--- src/rtl/fifo_pkg.sv ---
// Shared types and helpers for the first-word-fall-through FIFO.
package fifo_pkg;

   // Read-path occupancy: nothing held, output register only, or output register plus memory.
   typedef enum logic [1:0] {
      EMPTY = 2'd0,
      ONE   = 2'd1,
      MANY  = 2'd2
   } rd_state_t;

   // Modulo-depth pointer increment with an explicit wrap; safe for any depth.
   function automatic int unsigned next_ptr(input int unsigned ptr, input int unsigned depth);
      return (ptr == depth - 1) ? 0 : ptr + 1;
   endfunction

endpackage

--- src/rtl/fifo_ram.sv ---
// Storage array: synchronous write, combinational read, no reset on contents.
module fifo_ram #(
   parameter int WIDTH  = 8,
   parameter int DEPTH  = 4,
   parameter int ADDR_W = 2
) (
   input  logic              clk,
   input  logic              we,
   input  logic [ADDR_W-1:0] waddr,
   input  logic [WIDTH-1:0]  wdata,
   input  logic [ADDR_W-1:0] raddr,
   output logic [WIDTH-1:0]  rdata
);

   logic [WIDTH-1:0] mem [DEPTH];

   // Write port: one word per clock when enabled.
   always_ff @(posedge clk) begin
      if (we) mem[waddr] <= wdata;
   end

   assign rdata = mem[raddr];

endmodule

--- src/rtl/sync_fifo_fwft.sv ---
// Single-clock FIFO with a registered head word (first-word-fall-through),
// occupancy level, almost-full/empty thresholds and sticky error flags.
//
// state | meaning
// EMPTY | nothing held, output register invalid
// ONE   | head word in output register, memory empty
// MANY  | head word in output register, further words in memory
module sync_fifo_fwft
   import fifo_pkg::*;
#(
   parameter int WIDTH  = 8,
   parameter int DEPTH  = 4,
   parameter int AF_TH  = DEPTH - 1,
   parameter int AE_TH  = 1,
   parameter int CNT_W  = $clog2(DEPTH + 1),
   parameter int ADDR_W = (DEPTH > 2) ? $clog2(DEPTH) : 1
) (
   input  logic             clk,
   input  logic             rst_n,
   input  logic [WIDTH-1:0] wr_data,
   input  logic             wr_valid,
   output logic             wr_ready,
   output logic [WIDTH-1:0] rd_data,
   output logic             rd_valid,
   input  logic             rd_ready,
   output logic [CNT_W-1:0] level,
   output logic             almost_full,
   output logic             almost_empty,
   output logic             overflow,
   output logic             underflow,
   input  logic             clr_err
);

   localparam logic [CNT_W-1:0] LVL_FULL = CNT_W'(DEPTH);
   localparam logic [CNT_W-1:0] LVL_AF   = CNT_W'(AF_TH);
   localparam logic [CNT_W-1:0] LVL_AE   = CNT_W'(AE_TH);

   rd_state_t         state, state_nxt;
   logic [ADDR_W-1:0] wr_ptr, rd_ptr;
   logic [CNT_W-1:0]  level_nxt;
   logic [WIDTH-1:0]  mem_rdata;
   logic              wr_fire, rd_fire;
   logic              bypass, mem_we, mem_pop;

   assign wr_ready     = (level != LVL_FULL);
   assign rd_valid     = (state != EMPTY);
   assign almost_full  = (level >= LVL_AF);
   assign almost_empty = (level <= LVL_AE);
   assign wr_fire      = wr_valid & wr_ready;
   assign rd_fire      = rd_valid & rd_ready;

   fifo_ram #(
      .WIDTH (WIDTH),
      .DEPTH (DEPTH),
      .ADDR_W(ADDR_W)
   ) u_ram (
      .clk  (clk),
      .we   (mem_we),
      .waddr(wr_ptr),
      .wdata(wr_data),
      .raddr(rd_ptr),
      .rdata(mem_rdata)
   );

   // Route writes to the output register when memory is empty and the head slot is free or draining.
   always_comb begin
      bypass    = 1'b0;
      mem_pop   = 1'b0;
      level_nxt = level;
      state_nxt = state;
      case (state)
         EMPTY:   bypass = wr_fire;
         ONE:     bypass = wr_fire & rd_fire;
         MANY:    mem_pop = rd_fire;
         default: bypass = 1'b0;
      endcase
      if (wr_fire && !rd_fire)      level_nxt = level + 1'b1;
      else if (!wr_fire && rd_fire) level_nxt = level - 1'b1;
      if (level_nxt == '0)                  state_nxt = EMPTY;
      else if (level_nxt == CNT_W'(1))      state_nxt = ONE;
      else                                  state_nxt = MANY;
   end

   assign mem_we = wr_fire & ~bypass;

   // Registered occupancy, pointers and head word.
   always_ff @(posedge clk or negedge rst_n) begin
      if (!rst_n) begin
         state   <= EMPTY;
         level   <= '0;
         wr_ptr  <= '0;
         rd_ptr  <= '0;
         rd_data <= '0;
      end else begin
         state <= state_nxt;
         level <= level_nxt;
         if (mem_we)  wr_ptr <= ADDR_W'(next_ptr(32'(wr_ptr), DEPTH));
         if (mem_pop) rd_ptr <= ADDR_W'(next_ptr(32'(rd_ptr), DEPTH));
         if (bypass)       rd_data <= wr_data;
         else if (mem_pop) rd_data <= mem_rdata;
      end
   end

   // Sticky error flags; a new error in the clearing cycle keeps the flag set.
   always_ff @(posedge clk or negedge rst_n) begin
      if (!rst_n) begin
         overflow  <= 1'b0;
         underflow <= 1'b0;
      end else begin
         overflow  <= (wr_valid & ~wr_ready) | (overflow  & ~clr_err);
         underflow <= (rd_ready & ~rd_valid) | (underflow & ~clr_err);
      end
   end

endmodule

--- config.mk ---
export PLATFORM = sky130hd
export DESIGN_NAME = sync_fifo_fwft
export DESIGN_NICKNAME = d
export VERILOG_FILES = /design/src/rtl/fifo_pkg.sv /design/src/rtl/fifo_ram.sv /design/src/rtl/sync_fifo_fwft.sv
export SDC_FILE = /design/constraint.sdc
export NUM_CORES = 1
export LEC_CHECK = 0
export CORE_MARGIN = 2
export CORE_UTILIZATION = 54
export DETAILED_ROUTE_END_ITERATION = 8
export PLACE_DENSITY = 0.78
export SLEW_MARGIN = 20
export SYNTH_ARGS = -nofsm -noshare
export SYNTH_HDL_FRONTEND = slang
export SYNTH_SLANG_ARGS = --single-unit
--- constraint.sdc ---
create_clock -name clk -period 2.8 [get_ports clk]
set_clock_uncertainty 0.15 [all_clocks]
set_input_delay 0.56 -clock clk [delete_from_list [all_inputs] [get_ports clk]]
set_output_delay 0.56 -clock clk [all_outputs]
set_load 0.1 [all_outputs]
After elaboration in Yosys (flattened, before gate mapping)
Memory sizes are Yosys's and may differ from the RTL's. Index checks and enable logic that the tools add are counted.

Register bits after elaboration: 19. RAM bits: 32. Output and inout port bits: 17. Logic and storage cells: 54. Memories kept: 1.

Memories: u_ram.mem (words 4, bits a word 8, read ports 1, clocked after memory_dff 0, wr ports 1, RTL line fifo_ram.sv:15) `logic [WIDTH-1:0] mem [DEPTH];`.

Add/sub/neg operators: 4. Magnitude comparators: 2. Equality and inequality tests: 6. Multiplexer cells: 12. Bitwise gates (word level): 14. Reductions and logical operators: 8.

Operators by type and width (count): $mux 8 (2); $and 1x1->1 (8); $mux 2 (4); $eq 2x2->1 const B (3); $mux 3 (2); $add 2x1->2 const B (2); $not 1->1 (4); $reduce_bool 2->1 (2); $add 3x1->3 const B (1); $eq 3x1->1 const B (1); $ge 3x2->1 const B (1); $le 3x1->1 const B (1); $logic_not 3->1 (1); $mux 1 (3); $ne 3x3->1 const B (1); $sub 3x1->3 const B (1); $eq 2x1->1 const B (1); $logic_and 1x1->1 (2); $logic_not 1->1 (2); $logic_not 2->1 (1); $or 1x1->1 (2); $pmux 1 s2 (1).

Depth between registers and ports, before layout
Gate-level depths: netlist of the first run.

Depth in word-level cells: 9. Depth in mapped cells: 6. Gate-level depth less buffers: 6.

Cells and area by module
A second synthesis of the first run with hierarchy kept.

Cells, all modules: 133. Area total of the unflattened synthesis: 2202.1 sq um.

Modules (own cells, without submodules): fifo_ram (times used 1, cells each 46, area each 1188.6 sq um); sync_fifo_fwft (times used 1, cells each 87, area each 1013.5 sq um).

Worst setup path after synthesis of the first run
No wires, ideal clock.

Path kind: flip-flop to output port. Start: reg level[0]. End: out almost_full. Arrival: 3.403 ns. Path slack: -1.313 ns. Stages on the path, launching flop included: 3. Path buffers: 0. Path through: dfrtp_1 -> inv_1 -> o21ai_0.

Longest elaborated chain between the ends: 1.

Ends and longest elaborated chain: start, declared (RTL line sync_fifo_fwft.sv:26) `output logic [CNT_W-1:0] level,`; start signal, assigned (RTL line sync_fifo_fwft.sv:96) `level <= level_nxt;`; $ge 3x2->1 (RTL line sync_fifo_fwft.sv:47) `assign almost_full = (level >= LVL_AF);`; end, declared (RTL line sync_fifo_fwft.sv:27) `output logic almost_full,`.

Every way passes these cells.

Worst setup path in the final report of the first run
Start: reg level[0]. End: mem u_ram.mem[3][1] (enable).

Longest elaborated chain between the ends: 8.

Ends and longest elaborated chain: $ne 3x3->1 * (RTL line sync_fifo_fwft.sv:45) `assign wr_ready = (level != LVL_FULL);`; $and 1x1->1 * (RTL line sync_fifo_fwft.sv:49) `assign wr_fire = wr_valid & wr_ready;`; $and 1x1->1 (RTL line sync_fifo_fwft.sv:73) `ONE: bypass = wr_fire & rd_fire;`; $pmux 1 s2 (RTL line sync_fifo_fwft.sv:71) `case (state)`; $not 1->1 (RTL line sync_fifo_fwft.sv:84) `assign mem_we = wr_fire & ~bypass;`; $and 1x1->1 * (RTL line sync_fifo_fwft.sv:84); $mux 1 * (RTL line fifo_ram.sv:19) `if (we) mem[waddr] <= wdata;`; $mux 1 (implied by the code) * (RTL line fifo_ram.sv:19); end, declared (RTL line fifo_ram.sv:15).

Every way passes the cells marked *; elsewhere a longest branch is shown, timed or not.

==> flow_summary.yaml, run 1 <==
outcome:
  status: "completed"
synth:
  yosysSeqAreaShare_pct: 62.12
  yosys_warnings: 0
  synth_edf_count: 32
  yosys-top-cells-area: "edfxtp_1 (42%), dfrtp_1 (21%), mux2_2 (9.7%)"
  syn_avg_cell_area_um2: 16.06
  async_reset_ff_share_pct: 37.25
  synth_largest_area_cell: "edfxtp_1"
  syn_inst: 144
  ys_ff_latch: 51
  synth_common_cells: "edfxtp_1 (32), mux2_2 (20), dfrtp_1 (19)"
  synthDistinctLibCells: 34
  yosysMostFrequentCell: "edfxtp_1"
  syn_nets: 167
  dominantRegCellSynth: "edfxtp_1"
  yosysTopAreaCellShare_pct: 41.56
  netlist_area_um2: 2312
clock_network:
  worstSkewPairLatency_ns: 0.30
  clk_root_buffer_cell: "clkbuf_8"
  clock-sinks: 51
  numCtsBuffers: 5
  postCtsSetupBuffers: 0
  postCtsResizedCells: 0
  ctsHoldBuffers: 0
  cts_buffer_depth: 2
  cts_tree: "yes"
  clk_pin_slew_ns: 0.09
  cts_max_level: 2
floorplanning:
  dieArea_um2: 4821
  fp.dieH_um: 69.44
  io_pins: 30
  coreArea_um2: 4058
  initial_core_util_pct: 56.98
  die_w_um: 69.44
  std_cell_rows: 23
critical_path:
  crit_slowest_cell: "and2_1"
  max_stage_delay_ns: 0.46
  critPathCaptureType: "register"
  cp_top_family: "simple AND/OR/NAND/NOR gates"
  cp.arrival_ns: 2.20
  worstPathRequired_ns: 2.61
  worstSetupStartpointType: "register"
  worst-setup-path-type: "reg -> reg"
  crit_fanout: 8
  crit_chain: "inv_1, ha_1, a21bo_2, nor2_1, and2_1"
  crit_buf_inv: 1
routing:
  drc_errors: 0
  final_antenna_net_count: 0
  vias: 1287
  vias_per_cell: 5.645
  wl_um: 4333
  drt_first_iter_violations: 56
  first_pass_iters: 4
  avgRoutedWirePerCell_um: 19.00
sta:
  finalSetupViolations: 0
  hold_violations: 0
  worst_pin_slew_ns: 0.6271
  grt_setup_unrepaired: "no"
  slew_viol_final: 0
  max_freq_mhz: 419.1
  fin_crit_ns: 2.386
  finalSetupTns_ns: 0
  slew_headroom_pct: 58.19
  final.period_utilization_pct: 85.22
global_route:
  grt_usage_pct: 19.84
  grt_start_max_net_pins: 20
  grt_pass1_wl_um: 7072
  antenna_found_initial: 0
  grt_pass1_vias: 1335
  grt_overflow_total: 0
layout:
  antenna_cells: 0
  n_fill_cell: 286
  drive_gt1_share_pct: 34.27
  syn_to_final_growth_pct: 15.85
  final_cell_area_um2: 2679
  nets: 200
hold_path:
  hold_path_class: "reg -> reg"
placement:
  place_area_um2: 2597
  dpl.hpwl_um: 3117
  portBuffers: 29
  gp_congestion: 0.8833
run:
  cap_violations: 0
[through the flow]
stage          setup WS (ns)  hold WS (ns)  util [%]  cells
6_report              0.4138        0.3856     66.02    228
3_3_place_gp          0.2861        0.3690     64.01    220
4_1_cts               0.4138        0.3912     66.02    228
2_1_floorplan         0.1718        0.1144         -    144
5_1_grt               0.3025        0.4395     66.02    228
3_5_place_dp          0.1703        0.3776     64.01    220
[cell type report]
class	instances	area [um2]	area share (%)
Sequential cell	51	1439	53.71
Multi-Input combinational cell	79	799.5	29.85
Timing Repair Buffer	31	262.8	9.808
Clock buffer	6	72.57	2.709
Tap cell	50	62.56	2.335
Inverter	9	33.78	1.261
Clock inverter	2	8.758	0.3269
[per-layer routing]
| layer | up-vias | track usage (%) | wire [um] |
|---|---|---|---|
| li1 | 599 | - | - |
| met2 | 26 | 32.80 | 2172 |
| met3 | 7 | 4.797 | 143 |
| met5 | - | 0 | 0 |
| met1 | 655 | 26.19 | 1964 |
| met4 | 0 | 5.882 | 53 |
[cell usage in the layout (no fill, tap or decap), types with 2 or more instances in the layout]
cell type        instances
edfxtp_1                32
mux2_2                  20
buf_4                   19
dfrtp_1                 17
clkdlybuf4s50_1         12
ha_1                    10
inv_1                    9
mux4_2                   8
nor2_1                   6
clkbuf_8                 5
and2_1                   4
a21oi_1                  3
maj3_1                   2
o21ai_0                  2
mux2i_1                  2
xnor2_1                  2
nand3_1                  2
dfrtp_2                  2
[flip-flops by register name, indices dropped and copies added (netlist names)]
name and cells:
rd_ptr 2, underflow 1, overflow 1, rd_data 8, level 3, state 2, wr_ptr 2, u_ram.mem 32
[tightest hold or removal path: cells and delay by family (launching register included)]
kind | cells | cell delay, ns
DFF | 1 | 0.38
AOI/OAI and AO/OA | 1 | 0.07
buffers and inverters | 1 | 0.05
[worst paths after layout]
| kind | slack [ns] | cells after the start | endpoint | from |
|---|---|---|---|---|
| setup / recovery | 0.41 | 5 | u_ram.mem[3][1] | level[0] |
| hold / removal | 0.39 | 2 | overflow | overflow |
| setup reg to reg | 0.41 | 5 | u_ram.mem[3][1] | level[0] |
| hold reg to reg | 0.39 | 2 | overflow | overflow |
| max in group asynchronous | 1.82 | 2 | level[0] | rst_n |
| min in group asynchronous | 0.45 | 2 | rd_data[3] | rst_n |
[cell families after synthesis]
family,synth area share (%)
fa+ha+maj,6.277
simple gates,5.141
flops,62.12
xor+xnor,0.7577
buf+inv,3.571
mux,18.40
compound gates,3.734
Power of run 1 is not shown: default switching activity piles up to over one toggle a cycle in this logic, so the estimate is an artifact.
==> run 2: changes to the inputs <==
--- a/config.mk
+++ b/config.mk
@@ -8,8 +8,9 @@
 export CORE_MARGIN = 2
 export CORE_UTILIZATION = 54
 export DETAILED_ROUTE_END_ITERATION = 8
-export PLACE_DENSITY = 0.78
+export PLACE_DENSITY = 0.79
 export SLEW_MARGIN = 20
 export SYNTH_ARGS = -nofsm -noshare
 export SYNTH_HDL_FRONTEND = slang
+export SYNTH_HIERARCHICAL = 1
 export SYNTH_SLANG_ARGS = --single-unit
==> run 2 against run 1 <==
  * Maximum frequency down 2.1%
  * Register-to-register slack worse by 0.05 ns
  * Critical endpoint is now u_ram/mem[0][0]
  * Sequential share of layout area up 1.3 points
  * First-iteration DRC count up 13%
  * Cell area down 2.3%
  * Highest routed layer unchanged
==> flow_summary.yaml, run 2 <==
layout:
  top_regs: "u_ram/mem x32, rd_data x8, level x3"
  nets: 188
  syn_to_final_growth_pct: 18.81
  layout_common_cells: "edfxtp_1 (32), buf_4 (20), dfrtp_1 (17), clkdlybuf4s50_1 (12), a21o_1 (9)"
  antenna_cells: 0
  regMostFlops: "u_ram/mem"
  drive_gt1_share_pct: 33.73
  largest_reg_flops: 32
  final_common_cell: "edfxtp_1"
routing:
  final_antenna_net_count: 0
  drc_errors: 0
  wl_um: 3856
  vias_per_cell: 5.667
  first_pass_iters: 4
  avgRoutedWirePerCell_um: 17.61
  drt_first_iter_violations: 63
  vias: 1241
critical_path:
  crit_top_cell: "inv_1"
  timing.rr.start: "level[0]"
  critPathCaptureType: "register"
  cp.arrival_ns: 2.23
  critical_path.startpoint: "level[0]"
  worstSetupStartpointType: "register"
  crit_chain: "inv_1, ha_1, a21boi_4, o21ai_0, inv_1, nor3b_2"
  max_stage_delay_ns: 0.57
  crit_fanout: 8
  cp.depth: 6
  crit_slowest_cell: "nor3b_2"
  regToRegEndpoint: "u_ram/mem[0][0]"
  r2r_cells: 6
  worst-setup-path-type: "reg -> reg"
  r2r_slack_ns: 0.36
  crit_buf_inv: 2
  worstPathRequired_ns: 2.59
  cp_top_family: "simple AND/OR/NAND/NOR gates"
clock_network:
  numCtsBuffers: 5
  ctsHoldBuffers: 0
  clk_pin_slew_ns: 0.08
  postCtsResizedCells: 0
  cts_max_level: 2
  cts_buffer_depth: 2
  clk_root_buffer_cell: "clkbuf_8"
  worstSkewPairLatency_ns: 0.30
  cts_tree: "yes"
  clock-sinks: 51
  postCtsSetupBuffers: 0
synth:
  yosysMostFrequentCell: "edfxtp_1"
  synth_edf_count: 32
  netlist_area_um2: 2202
  synthDistinctLibCells: 34
  yosysTopAreaCellShare_pct: 43.64
  syn_avg_cell_area_um2: 16.56
  async_reset_ff_share_pct: 37.25
  muxShareOfSynthArea_pct: 9.716
  synth_xor_area_share_pct: 1.193
  ys_ff_latch: 51
  yosysSeqAreaShare_pct: 65.23
  synth-simple-area-share_pct: 5.739
  syn_inst: 133
  dominantRegCellSynth: "edfxtp_1"
  yosys-top-cells-area: "edfxtp_1 (44%), dfrtp_1 (22%), mux4_2 (8.2%)"
  synth_compound_area_share_pct: 11.02
  synth_common_cells: "edfxtp_1 (32), dfrtp_1 (19), a21o_1 (9)"
  synth_largest_area_cell: "edfxtp_1"
  syn_nets: 153
  synth_top_family_by_area: "compound AO/OA/AOI/OAI gates"
  yosys_warnings: 6
  synthAdderAreaFrac_pct: 4.432
sta:
  finalSetupViolations: 0
  slew_headroom_pct: 55.82
  worst_pin_slew_ns: 0.6598
  hold_violations: 0
  finalSetupTns_ns: 0
  grt_setup_unrepaired: "no"
  fin_crit_ns: 2.437
  final.period_utilization_pct: 87.05
  slew_viol_final: 0
  max_freq_mhz: 410.3
floorplanning:
  initial_core_util_pct: 55.45
  die_w_um: 67.86
  coreArea_um2: 3971
  dieArea_um2: 4605
  fp.dieH_um: 67.86
  std_cell_rows: 23
  io_pins: 30
placement:
  gp_congestion: 0.7882
  dpl.hpwl_um: 2916
  portBuffers: 29
global_route:
  grt_start_max_net_pins: 20
  grt_overflow_total: 0
  grt_pass1_vias: 1231
  grt_pass1_wl_um: 6244
  grt_usage_pct: 19.49
  antenna_found_initial: 0
hold_path:
  hp-start: "rd_data[1]"
  whs_endpoint: "rd_data[1]"
  hold_path_class: "reg -> reg"
  holdPathStages: 1
outcome:
  status: "completed"
run:
  cap_violations: 0
run 2: changes by cell type in the layout (fill, tap and decap cells not counted), moves of 2 or more:
cell | before | now
mux2_2 | 20 | 3
ha_1 | 10 | 7
o21ai_0 | 2 | 4
clkbuf_8 | 5 | 7
and2_1 | 4 | 1
nor2_1 | 6 | 3
mux2i_1 | 2 | 0
a22o_2 | 0 | 8
and3b_1 | 0 | 2
inv_1 | 9 | 7
a21o_1 | 0 | 9
run 2: logic make-up after synthesis:
family | Yosys count
multiplexers | 11
AO/OA/AOI/OAI | 30
XOR/XNOR | 3
AND/OR/NAND/NOR | 19
adder cells (fa/ha/maj) | 8
flip-flops | 51
buffers and inverters | 11
run 2: cell type report:
| cell class | count | area, um2 |
|---|---|---|
| inverter | 7 | 26.28 |
| multi-input combinational | 71 | 718.2 |
| fill | 265 | 1355 |
| sequential | 51 | 1439 |
| clock buffer | 8 | 100.1 |
| timing repair buffer | 32 | 270.3 |
| tap | 50 | 62.56 |
run 2: routing by layer:
| metal | routed length [um] | vias to the layer above | share of wire (%) | GRT usage, % |
|---|---|---|---|---|
| met5 | 0 | - | 0 | 0 |
| met4 | 53 | 0 | 1.4 | 8.250 |
| met3 | 241 | 5 | 6.3 | 4.112 |
| met2 | 1840 | 32 | 48 | 27.70 |
| met1 | 1722 | 625 | 45 | 29.42 |
| li1 | - | 579 | - | - |
run 2: per-stage QoR:
step / utilization, % / instance area (um2) / setup slack [ns] / cells / hold WS [ns]
finish: 65.88 / 2616 / 0.3626 / 219 / 0.3333
global route: 65.88 / 2616 / 0.1985 / 219 / 0.3470
CTS: 65.88 / 2616 / 0.3559 / 219 / 0.3399
detailed placement: 63.36 / 2516 / 0.06566 / 211 / 0.3169
global placement: 63.36 / 2516 / 0.1951 / 211 / 0.3094
floorplan: - / 2216 / 0.1651 / 133 / 0.1144
run 2: worst max-delay path by stage:
stage	endpoint	slack, ns
floorplan	u_ram/mem[0][0]	0.17
global placement	u_ram/mem[0][2]	0.20
detailed placement	u_ram/mem[0][6]	0.07
CTS	u_ram/mem[0][0]	0.36
global route	u_ram/mem[0][6]	0.20
finish	u_ram/mem[0][0]	0.36
Power of run 2 is left out for the same reason.
==> run 3: changes to the inputs <==
--- a/config.mk
+++ b/config.mk
@@ -5,8 +5,9 @@
 export SDC_FILE = /design/constraint.sdc
 export NUM_CORES = 1
 export LEC_CHECK = 0
+export ABC_AREA = 1
 export CORE_MARGIN = 2
-export CORE_UTILIZATION = 54
+export CORE_UTILIZATION = 55
 export DETAILED_ROUTE_END_ITERATION = 8
 export PLACE_DENSITY = 0.79
 export SLEW_MARGIN = 20
==> run 3 against run 2 <==
  * Die area rose by 9.0%
  * Flip-flop and latch count unchanged
  * First-iteration DRC count is 120% higher
  * Cell count is 58% higher
  * Count of clock-buffer cells in the layout fell by 3
  * Routed wire length up 26%
  * Highest routed layer unchanged
==> flow_summary.yaml, run 3 <==
critical_path:
  cp_top_family: "buffers and inverters"
  crit_buf_inv: 4
  crit_slowest_cell: "clkdlybuf4s50_1"
  worstPathRequired_ns: 2.67
  worst-setup-path-type: "in -> reg"
  worstSetupStartpointType: "input port"
  crit_chain: "clkdlybuf4s50_1, inv_1, a21oi_1, nor2_1, inv_1, nor3_1, buf_4"
  crit_fanout: 5
  crit_top_cell: "inv_1"
  cp.arrival_ns: 2.11
  max_stage_delay_ns: 0.45
  critPathCaptureType: "register"
sta:
  finalSetupViolations: 0
  fin_crit_ns: 2.239
  max_freq_mhz: 446.7
  hold_violations: 0
  holdWs_ns: 0.3730
  slew_headroom_pct: 53.43
  worst_pin_slew_ns: 0.6985
  finalWorstSetupSlack_ns: 0.5615
  grt_setup_unrepaired: "no"
  final.period_utilization_pct: 79.95
  slew_viol_final: 0
placement:
  place_inst: 339
  dpl.hpwl_um: 3562
  portBuffers: 29
  pre_cts_ws_ns: 0.2856
  gp_congestion: 0.8007
synth:
  synth_edf_count: 32
  synth_common_cells: "nand2_1 (62), inv_1 (46), nand3_1 (45)"
  ys_ff_latch: 51
  yosysSeqAreaShare_pct: 58.45
  yosys_warnings: 6
  dominantRegCellSynth: "edfxtp_1"
  yosysTopAreaCellShare_pct: 39.10
  synthDistinctLibCells: 25
  yosys-top-cells-area: "edfxtp_1 (39%), dfrtp_1 (19%), nand2_1 (9.5%)"
  async_reset_ff_share_pct: 37.25
  synth_largest_area_cell: "edfxtp_1"
  netlist_area_um2: 2457
  syn_avg_cell_area_um2: 9.637
  syn_nets: 275
  syn_inst: 255
  yosysMostFrequentCell: "nand2_1"
floorplanning:
  fp.dieH_um: 70.84
  dieArea_um2: 5018
  die_w_um: 70.84
  io_pins: 30
  initial_core_util_pct: 56.83
  coreArea_um2: 4324
  std_cell_rows: 24
layout:
  syn_to_final_growth_pct: 17.16
  final_common_cell: "nand2_1"
  drive_gt1_share_pct: 18.31
  layout_common_cells: "nand2_1 (62), inv_1 (46), nand3_1 (45), edfxtp_1 (32), buf_4 (26)"
  regMostFlops: "u_ram/mem"
  top_regs: "u_ram/mem x32, rd_data x8, level x3"
  nets: 314
  antenna_cells: 0
  final_cells: 347
  largest_reg_flops: 32
routing:
  avgRoutedWirePerCell_um: 14.01
  vias: 1805
  drt_first_iter_violations: 140
  wl_um: 4863
  vias_per_cell: 5.202
  final_antenna_net_count: 0
  first_pass_iters: 5
  drc_errors: 0
global_route:
  grt_pass1_vias: 1776
  grt_pass1_wl_um: 8190
  grt_overflow_total: 0
  grt_start_max_net_pins: 21
  antenna_found_initial: 0
  grt_usage_pct: 20.97
clock_network:
  cts_buffer_depth: 2
  postCtsSetupBuffers: 0
  cts_tree: "yes"
  worstSkewPairLatency_ns: 0.30
  postCtsResizedCells: 0
  ctsHoldBuffers: 0
  numCtsBuffers: 5
  clk_pin_slew_ns: 0.09
  cts_max_level: 2
  clock-sinks: 51
  clk_root_buffer_cell: "clkbuf_8"
outcome:
  status: "completed"
run:
  cap_violations: 0
hold_path:
  hold_path_class: "reg -> reg"
-- run 3: cell types whose count changed after synthesis, moves of 8 or more --
cell	before	now
inv_1	7	46
nand2_2	0	8
nand2_1	2	62
nand3_1	1	45
a21o_1	9	0
mux4_2	8	0
a22o_2	8	0
-- run 3: through the flow --
stage	area (um2)	setup TNS, ns	util, %
after floorplan	2460	-6.173	-
after global placement	2795	0	64.64
after detailed placement	2795	0	64.64
after CTS	2879	0	66.58
after global routing	2879	0	66.58
final	2879	0	66.58
-- run 3: logic make-up (layout without fill, tap and decap cells) --
| kind of cell | count (synthesis) | after routing | share of synthesized area, % |
|---|---|---|---|
| adders and majority gates | 7 | 7 | 3.564 |
| DFF | 51 | 51 | 58.45 |
| buffers and inverters | 56 | 96 | 9.878 |
| AOI/OAI and AO/OA | 11 | 11 | 2.648 |
| and+or+nand+nor | 130 | 130 | 25.46 |
-- run 3: worst reg2reg max path, stage by stage, from the launching register on --
cell	delay, ns
dfrtp_2	0.40
inv_1	0.11
ha_1	0.26
nand2_4	0.11
nand2_8	0.07
nor2_1	0.22
inv_1	0.12
nor3_1	0.29
buf_4	0.22
-- run 3: metal layers --
metal / GRT usage (%) / wire [um] / part of all wire (%) / vias up
met1: 28.00 / 2091 / 43 / 838
met4: 6.709 / 77 / 1.6 / 0
met5: 0 / 0 / 0 / -
met3: 4.274 / 299 / 6.1 / 9
met2: 34.68 / 2395 / 49 / 63
li1: - / - / - / 895
-- run 3: layout make-up --
type                            count  area (um2)
Sequential cell                    51        1439
Timing Repair Buffer               38       315.3
Tap cell                           52       65.06
Clock buffer                        5       68.82
Clock inverter                      3       15.01
Inverter                           50       197.7
Multi-Input combinational cell    148       778.2
Fill cell                         352        1445
-- run 3: path summary, 6_finish.rpt --
| kind | start | end | slack, ns | depth (start not counted) |
|---|---|---|---|---|
| min reg2reg | rd_data[1] | rd_data[1] | 0.37 | 2 |
| max | rd_ready | u_ram/mem[1][2] | 0.56 | 7 |
| min | rd_data[1] | rd_data[1] | 0.37 | 2 |
| min in group asynchronous | rst_n | rd_data[7] | 0.44 | 2 |
| max in group asynchronous | rst_n | level[0] | 1.82 | 2 |
| max reg2reg | level[0] | u_ram/mem[1][2] | 0.59 | 8 |
Power of run 3 is left out for the same reason.
